--- config.mk ---
export PLATFORM = sky130hd
export DESIGN_NAME = stack_controller
export DESIGN_NICKNAME = d
export VERILOG_FILES = /design/src/rtl/cti8_pkg.sv /design/src/rtl/stack_controller.sv
export SDC_FILE = /design/constraint.sdc
export NUM_CORES = 1
export LEC_CHECK = 0
export CAP_MARGIN = 25
export CELL_PAD_IN_SITES_DETAIL_PLACEMENT = 1
export CELL_PAD_IN_SITES_GLOBAL_PLACEMENT = 1
export CORE_ASPECT_RATIO = 0.6
export CORE_MARGIN = 5
export CORE_UTILIZATION = 33
export DETAILED_ROUTE_END_ITERATION = 10
export PLACE_DENSITY = 0.88
export RECOVER_POWER = 100
export SYNTH_ARGS = -nofsm -noshare
export SYNTH_HDL_FRONTEND = slang
export SYNTH_SLANG_ARGS = --single-unit
--- constraint.sdc ---
create_clock -name clk -period 4.5 [get_ports clk]
set_input_delay 1.125 -clock clk [delete_from_list [all_inputs] [get_ports clk]]
set_output_delay 1.125 -clock clk [all_outputs]
set_load 0.05 [all_outputs]
--- src/rtl/cti8_pkg.sv ---
// ---------------------------------------------------------------------------
// cti8_pkg
// Shared types and constants for the CTI-8 control unit.
//   stack_op_t  : request opcode carried on req_op (PUSH/POP/CALL/RET)
//   stk_state_t : sequencing states of stack_controller
//   SP_TOP      : stack pointer value of an empty stack (stack grows down)
//   stackFault  : acceptance-time overflow/underflow test for one opcode
// ---------------------------------------------------------------------------
package cti8_pkg;

  localparam logic [7:0] SP_TOP = 8'hFF;

  typedef enum logic [1:0] {
    PUSH = 2'd0,
    POP  = 2'd1,
    CALL = 2'd2,
    RET  = 2'd3
  } stack_op_t;

  typedef enum logic [2:0] {
    IDLE = 3'd0,
    WR   = 3'd1,
    INC  = 3'd2,
    RD   = 3'd3,
    CAP  = 3'd4,
    DONE = 3'd5
  } stk_state_t;

  // Returns 1 when the operation cannot run at the given SP. Writers need
  // room below SP (address 0x00 is never written, so SP itself must be at
  // least the number of bytes to write); readers need that many bytes
  // already on the stack, i.e. a large enough depth above SP.
  function automatic logic stackFault(input stack_op_t op, input logic [7:0] sp);
    logic [7:0] depth;
    logic       fault;
    depth = SP_TOP - sp;
    fault = 1'b0;
    case (op)
      PUSH:    fault = (sp < 8'd1);
      CALL:    fault = (sp < 8'd2);
      POP:     fault = (depth < 8'd1);
      RET:     fault = (depth < 8'd2);
      default: fault = 1'b0;
    endcase
    return fault;
  endfunction

endpackage

--- src/rtl/stack_controller.sv ---
// ---------------------------------------------------------------------------
// stack_controller
// Sequences PUSH/POP/CALL/RET against the stack RAM page. SP itself lives in
// the external Counter; this block only steps it through sp_en/sp_dir and
// reads its live value on sp_addr, so a software reload of SP is always
// honoured by the next request.
//
// Ports
//   clk, rst_n            clock, synchronous active-low reset
//   clk_en                global enable; FSM and all strobes gated by it
//   req_valid/req_ready   request handshake (ready only in IDLE)
//   req_op, req_data      opcode and payload (PUSH: [7:0], CALL: [15:0])
//   rsp_valid             high while in DONE
//   rsp_data, rsp_err     popped data / return address, error flag
//   sp_addr               current SP from the Counter
//   sp_en, sp_dir         Counter step strobe, dir=1 decrements
//   mem_addr, mem_we,
//   mem_wdata, mem_rdata  stack RAM port, read data one clock after address
// ---------------------------------------------------------------------------
module stack_controller
  import cti8_pkg::*;
(
  input  logic        clk,
  input  logic        rst_n,
  input  logic        clk_en,
  input  logic        req_valid,
  input  logic [1:0]  req_op,
  input  logic [15:0] req_data,
  output logic        req_ready,
  output logic        rsp_valid,
  output logic [15:0] rsp_data,
  output logic        rsp_err,
  input  logic [7:0]  sp_addr,
  output logic        sp_en,
  output logic        sp_dir,
  output logic [7:0]  mem_addr,
  output logic        mem_we,
  output logic [7:0]  mem_wdata,
  input  logic [7:0]  mem_rdata
);

  stk_state_t  state;
  stk_state_t  nextState;
  stack_op_t   opReg;
  stack_op_t   reqOp;
  logic        byteIdx;
  logic [15:0] dataReg;
  logic [15:0] rspDataReg;
  logic        rspErrReg;
  logic        reqFault;
  logic        strobeOk;

  assign reqOp    = stack_op_t'(req_op);
  assign reqFault = stackFault(reqOp, sp_addr);

  // Strobes are also dropped while reset is held, so a reset landing in the
  // middle of a CALL/RET stops the in-flight write/step on that very edge.
  assign strobeOk = clk_en & rst_n;

  assign rsp_data = rspDataReg;
  assign rsp_err  = rspErrReg;

  // State register. Reset wins over the clock enable so the controller can
  // always be brought back to IDLE; otherwise it only moves on enabled edges.
  always_ff @(posedge clk) begin
    if (!rst_n) begin
      state <= IDLE;
    end else if (clk_en) begin
      state <= nextState;
    end
  end

  // Next-state logic. A faulting request skips straight to DONE. Writers
  // (PUSH/CALL) go through WR once per byte; readers (POP/RET) walk
  // INC -> RD -> CAP once per byte. byteIdx tells whether the second byte
  // of a 16-bit CALL/RET is the one being handled.
  always_comb begin
    nextState = state;
    case (state)
      IDLE: begin
        if (req_valid) begin
          if (reqFault) begin
            nextState = DONE;
          end else if (reqOp == PUSH || reqOp == CALL) begin
            nextState = WR;
          end else begin
            nextState = INC;
          end
        end
      end
      WR: begin
        if (opReg == PUSH || byteIdx) begin
          nextState = DONE;
        end
      end
      INC: nextState = RD;
      RD:  nextState = CAP;
      CAP: begin
        if (opReg == POP || byteIdx) begin
          nextState = DONE;
        end else begin
          nextState = INC;
        end
      end
      DONE:    nextState = IDLE;
      default: nextState = IDLE;
    endcase
  end

  // Output decode. In WR the byte goes to the old SP and the Counter
  // decrements on the same edge. CALL writes the high byte first so the low
  // byte ends up at the lower address, where RET finds it first. In RD and
  // CAP the address is simply the already-incremented SP, which does not
  // move again until the next INC, so it stays put across disabled cycles.
  always_comb begin
    req_ready = 1'b0;
    rsp_valid = 1'b0;
    sp_en     = 1'b0;
    sp_dir    = 1'b0;
    mem_addr  = 8'h00;
    mem_we    = 1'b0;
    mem_wdata = 8'h00;
    case (state)
      IDLE: req_ready = 1'b1;
      WR: begin
        mem_addr = sp_addr;
        mem_we   = strobeOk;
        sp_en    = strobeOk;
        sp_dir   = 1'b1;
        if (opReg == CALL && !byteIdx) begin
          mem_wdata = dataReg[15:8];
        end else begin
          mem_wdata = dataReg[7:0];
        end
      end
      INC: begin
        sp_en  = strobeOk;
        sp_dir = 1'b0;
      end
      RD:   mem_addr = sp_addr;
      CAP:  mem_addr = sp_addr;
      DONE: rsp_valid = 1'b1;
      default: begin
        req_ready = 1'b0;
      end
    endcase
  end

  // Request capture and response assembly. The opcode, payload and error
  // flag are latched on the accept edge and the response is cleared, so
  // PUSH, CALL and errors report zero data. CAP latches the RAM byte: POP
  // zero-extends it, RET fills the low byte first and then the high byte.
  // Nothing here moves on a disabled edge, which keeps rsp_* stable while
  // DONE is stretched.
  always_ff @(posedge clk) begin
    if (!rst_n) begin
      opReg      <= PUSH;
      byteIdx    <= 1'b0;
      dataReg    <= 16'h0000;
      rspDataReg <= 16'h0000;
      rspErrReg  <= 1'b0;
    end else if (clk_en) begin
      case (state)
        IDLE: begin
          if (req_valid) begin
            opReg      <= reqOp;
            dataReg    <= req_data;
            byteIdx    <= 1'b0;
            rspDataReg <= 16'h0000;
            rspErrReg  <= reqFault;
          end
        end
        WR: begin
          byteIdx <= ~byteIdx;
        end
        CAP: begin
          if (opReg == POP) begin
            rspDataReg <= {8'h00, mem_rdata};
          end else if (!byteIdx) begin
            rspDataReg[7:0] <= mem_rdata;
          end else begin
            rspDataReg[15:8] <= mem_rdata;
          end
          byteIdx <= ~byteIdx;
        end
        default: begin
          byteIdx <= byteIdx;
        end
      endcase
    end
  end

endmodule

* Word-level counts from Yosys, hierarchy flattened
Cells that the tools add are included.
** Word-level totals
- Flip-flop bits (word level) :: 39
- Bits in latches :: 0
- Bits in writable memories :: 0
- Memory bits (read-only) :: 0
- Input port bits :: 38
- Output and inout port bits :: 38
- Word-level logic and storage cells :: 68
- Memories :: 0
** Operators by class
- Add/sub/neg operators :: 1
- Multiply operators :: 0
- Divide/modulo/power cells :: 0
- Magnitude comparators :: 4
- Equality and inequality tests :: 14
- Shift operators :: 0
- Mux-type cells :: 22
- Bitwise gates (word level) :: 2
- Reduce and logical (&&, ||, !) cells :: 18
** Operators with widths (count)
- $mux W8 :: 5
- $mux W16 :: 2
- $pmux W16 S2 :: 1
- $lt A8 B1 Y1 const B :: 2
- $lt A8 B2 Y1 const B :: 2
- $pmux W3 S5 :: 1
- $mux W3 :: 4
- $reduce_and A3 Y1 :: 3
- $reduce_and A4 Y1 :: 2
- $sub A8 B8 Y8 const A :: 1
- $eq A2 B2 Y1 const B :: 3
- $eq A3 B2 Y1 const B :: 2
- $eq A3 B3 Y1 const B :: 2
- $mux W1 :: 6
- $ne A3 B3 Y1 const B :: 2
- $eq A2 B1 Y1 const B :: 2
- $logic_not A2 Y1 :: 2
- $ne A2 B2 Y1 const B :: 2
- $pmux W1 S4 :: 1
- $reduce_bool A2 Y1 :: 2
- $reduce_or A2 Y1 :: 2
- $eq A3 B1 Y1 const B :: 1
- $logic_not A3 Y1 :: 1
- $logic_or A1 B1 Y1 :: 3
- 7 further kinds :: 7

* Logic depth before layout (Yosys ltp)
- Depth after elaboration :: 6
- Depth in mapped cells :: 7

* Worst setup path after synthesis
Ideal clock, no wire load.
- Path type :: input port to output port
- From :: input rst_n
- To :: output sp_en
- Arrival :: 2.508 ns
- Data required time :: 3.375 ns
- Slack :: 0.867 ns
- Stages :: 3
- Path buffers :: 1
- Cell sequence :: clkbuf_1 > nand2_1 > nor3_1
** On the way
- Word-level cells in the longest chain between the ends :: 2
** Ends and longest elaborated chain
- start, declared :: line stack_controller.sv:24 : input logic rst_n,
- $and A1 B1 Y1 :: line stack_controller.sv:58 : assign strobeOk = clk_en & rst_n;
- $mux W1 :: line stack_controller.sv:123 : case (state)
- end, declared :: line stack_controller.sv:34 : output logic sp_en,
Every way passes these cells.

* Final worst setup path
- From :: register state[0]
- To :: output mem_addr[4]
** On the way
- Word-level cells in the longest chain between the ends :: 3
- Elaborated cells between the ends (all ways) :: 5
- Those cells by class :: eq/ne: 3; mux: 1; reduce/logical: 1
** Ends and longest elaborated chain
- start, declared :: line stack_controller.sv:42 : stk_state_t state;
- start signal, assigned :: line stack_controller.sv:69 : state <= nextState;
- $eq A3 B3 Y1 (tied with other cells) :: line stack_controller.sv:123
- $reduce_or A3 Y1 (no line) *
- $mux W8 * :: line stack_controller.sv:123
- end, declared :: line stack_controller.sv:36 : output logic [7:0] mem_addr,
Every way passes the cells marked *; elsewhere a longest branch is shown, timed or not.

==> results.sh <==
export IMPL_grt_max_degree=40
export IMPL_grt_ovfl_total=0
export IMPL_hp_class="reg -> reg"
export IMPL_antenna_found_initial=0
export IMPL_num_vias=2023
export IMPL_synthAdderAreaFrac_pct=0
export IMPL_grt_total_usage_pct=17.5
export IMPL_period_share_pct=86.9
export IMPL_core_area_sq_um=6000
export IMPL_wl_per_cell_um=16.2
export IMPL_h_tree_depth=2
export IMPL_ys_types=41
export IMPL_hpwl_mm=4.93
export IMPL_n_antenna_cell=0
export IMPL_drive_gt1_share_pct=5.88
export IMPL_synthMuxAreaShare_pct=3.99
export IMPL_postSynthCellCount=256
export IMPL_startpoint_type="flop"
export IMPL_dr_pass1_iters=4
export IMPL_placedCellCount=399
export IMPL_initial_core_util_pct=33.5
export IMPL_syn_area_sq_um=2010
export IMPL_drt_iter0_drc=54
export IMPL_synthXorXnorAreaFrac_pct=0.872
export IMPL_drt_total_wl_mm=6.60
export IMPL_power_total_w=0.000799
export IMPL_setup_viol=0
export IMPL_crit_fanout=14
export IMPL_path_clk_slew_ns=0.08
export IMPL_clockRootBuffer="clkbuf_8"
export IMPL_maxCapViolCount=0
export IMPL_cts_buffers=5
export IMPL_stdcell_count=407
export IMPL_die_w_um=111
export IMPL_avgSynthCellArea_sq_um=7.85
export IMPL_max_slew_margin_pct=41.2
export IMPL_drc=0
export IMPL_portBuffers=75
export IMPL_pwr_density_cell_nw_per_um2=280
export IMPL_fin_util_pct=47.5
export IMPL_maxSlewViolCount=0
export IMPL_rsz0062_at_grt="false"
export IMPL_gp_congestion=0.845
export IMPL_synth_main_ff_cell="dfxtp_1"
export IMPL_synth_edf_count=0
export IMPL_grt_first_pass_wirelength_mm=11.0
export IMPL_synth_top_family_by_area="simple AND/OR/NAND/NOR gates"
export IMPL_timing_worst_setup_path_type="reg -> out"
export IMPL_cts_sinks=39
export IMPL_yosys_area_share_simple_pct=31.2
export IMPL_hold_viol_final=0
export IMPL_fin_setup_tns_ns=0
export IMPL_yosys_register_bits=39
export IMPL_postRouteAntennaNets=0
export IMPL_area_growth_syn_to_layout_pct=41.8
export IMPL_yosys_warnings=0
export IMPL_status="completed"
export IMPL_num_io_pins=76
export IMPL_required_ns=3.38
export IMPL_fin_skew_ns=0.00597
export IMPL_worst_pin_slew_ns=0.878
export IMPL_p_leak_nw=1.07
export IMPL_finalNetCount=360
export IMPL_cp_end_kind="output pin"
export IMPL_period_needed_ns=3.91
export IMPL_die_area_sq_um=7800
export IMPL_hold_buffers=0
export IMPL_post_cts_buffers=0
export IMPL_cp_arrival_ns=2.79
export IMPL_clock_tree_buffer_depth=2
export IMPL_ir_drop_uv=105
export IMPL_floorplan_rows=22
export IMPL_cts_tree="yes"
export IMPL_n_fill_cell=738
export IMPL_cts_resized=0
export IMPL_max_freq_mhz=256
export IMPL_vias_per_cell=4.97
export IMPL_grt_pass1_vias=2121
export IMPL_synth_compound_area_share_pct=19.2
export IMPL_ys_seq_area_share_pct=38.9
export IMPL_clkLatencyLatePin_ns=0.29
export IMPL_postSynthNetCount=294
export IMPL_die_y_um=70.4
export IMPL_ys_async_sr_fraction_pct=0
cells in the final DEF, fill, tap and decap left out, types with 2 or more instances in the layout:
cell type / n
a21boi_0: 34
a21oi_1: 2
a31oi_1: 3
buf_4: 3
clkbuf_1: 4
clkbuf_8: 5
clkdlybuf4s50_1: 35
dfxtp_1: 39
dlygate4sd3_1: 38
inv_1: 2
mux2i_1: 8
nand2_1: 61
nand2b_1: 3
nand3_1: 22
nor2_1: 17
nor2b_1: 10
nor3_1: 2
nor3b_2: 2
nor4_1: 3
o21ai_0: 5
o41ai_1: 2
or2_2: 4
flip-flops by register name, indices dropped and copies added, names as in the netlist:
name and cells:
opReg 2, byteIdx 1, dataReg 16, rsp_err 1, state 3, rsp_data 16
area by class of cell:
type                            instances  area (sq um)  share of cell area [%]
Clock buffer                            7          76.3                    2.68
Clock inverter                          1          5.00                   0.176
Inverter                                3          11.3                   0.395
Multi-Input combinational cell        195          1110                    39.0
Sequential cell                        39           781                    27.4
Tap cell                               84           105                    3.69
Timing Repair Buffer                   78           761                    26.7
stage by stage:
stage	hold slack (ns)	area [sq um]	setup WS [ns]
2_1_floorplan	0.434	2010	0.867
3_3_place_gp	0.441	2810	0.795
3_5_place_dp	0.449	2810	0.728
4_1_cts	0.460	2890	0.644
5_1_grt	0.480	2850	0.467
6_report	0.458	2850	0.590
layer usage:
layer | vias up | global-route usage, % | share of wire (%)
li1 | 998 | - | -
met1 | 957 | 23.1 | 48
met2 | 59 | 27.0 | 44
met3 | 9 | 6.06 | 6.8
met4 | 0 | 5.05 | 1.3
met5 | - | 0 | 0
kinds of logic after synthesis:
family,Yosys count
flip-flops,39
buffers and inverters,22
AND/OR/NAND/NOR,132
multiplexers,8
XOR/XNOR,2
AO/OA/AOI/OAI,53
Yosys cell counts, types with 3 or more instances:
library cell	instances	area (sq um)
or2_2	4	25.0
a31oi_1	3	18.8
buf_2	7	35.0
nor4_1	3	18.8
nor2_1	17	63.8
mux2i_1	8	80.1
nor2b_1	10	62.6
dfxtp_1	39	781
nand2_1	61	229
clkbuf_1	6	22.5
a21boi_0	23	173
nand2b_1	3	18.8
buf_6	3	33.8
a21boi_1	12	90.1
nand3_1	22	110
o21ai_0	5	25.0
worst max-delay path: stages (launching register included):
cell and delay, ns:
dfxtp_1 0.67, nor3b_2 0.10, buf_4 0.20, a21oi_1 0.51
and2b_1 0.25, dlygate4sd3_1 0.76
report_power, final:
group          internal (W)  total [W]  switching, W
clock              0.000109   0.000232      0.000123
sequential         0.000358   0.000372     0.0000139
combinational     0.0000768   0.000195      0.000119
final timing paths:
check	startpoint	end	slack [ns]	cells after the start
worst min register to register	dataReg[8]$_SDFFE_PN0P_	dataReg[8]$_SDFFE_PN0P_	0.46	2
worst max-delay path	state[0]$_SDFFE_PN0P_	mem_addr[4]	0.59	5
worst max register to register	state[2]$_SDFFE_PN0P_	rsp_data[11]$_SDFFE_PN0P_	2.44	5
worst min-delay path	dataReg[8]$_SDFFE_PN0P_	dataReg[8]$_SDFFE_PN0P_	0.46	2
No activity file was read; power rests on OpenSTA's default activity.
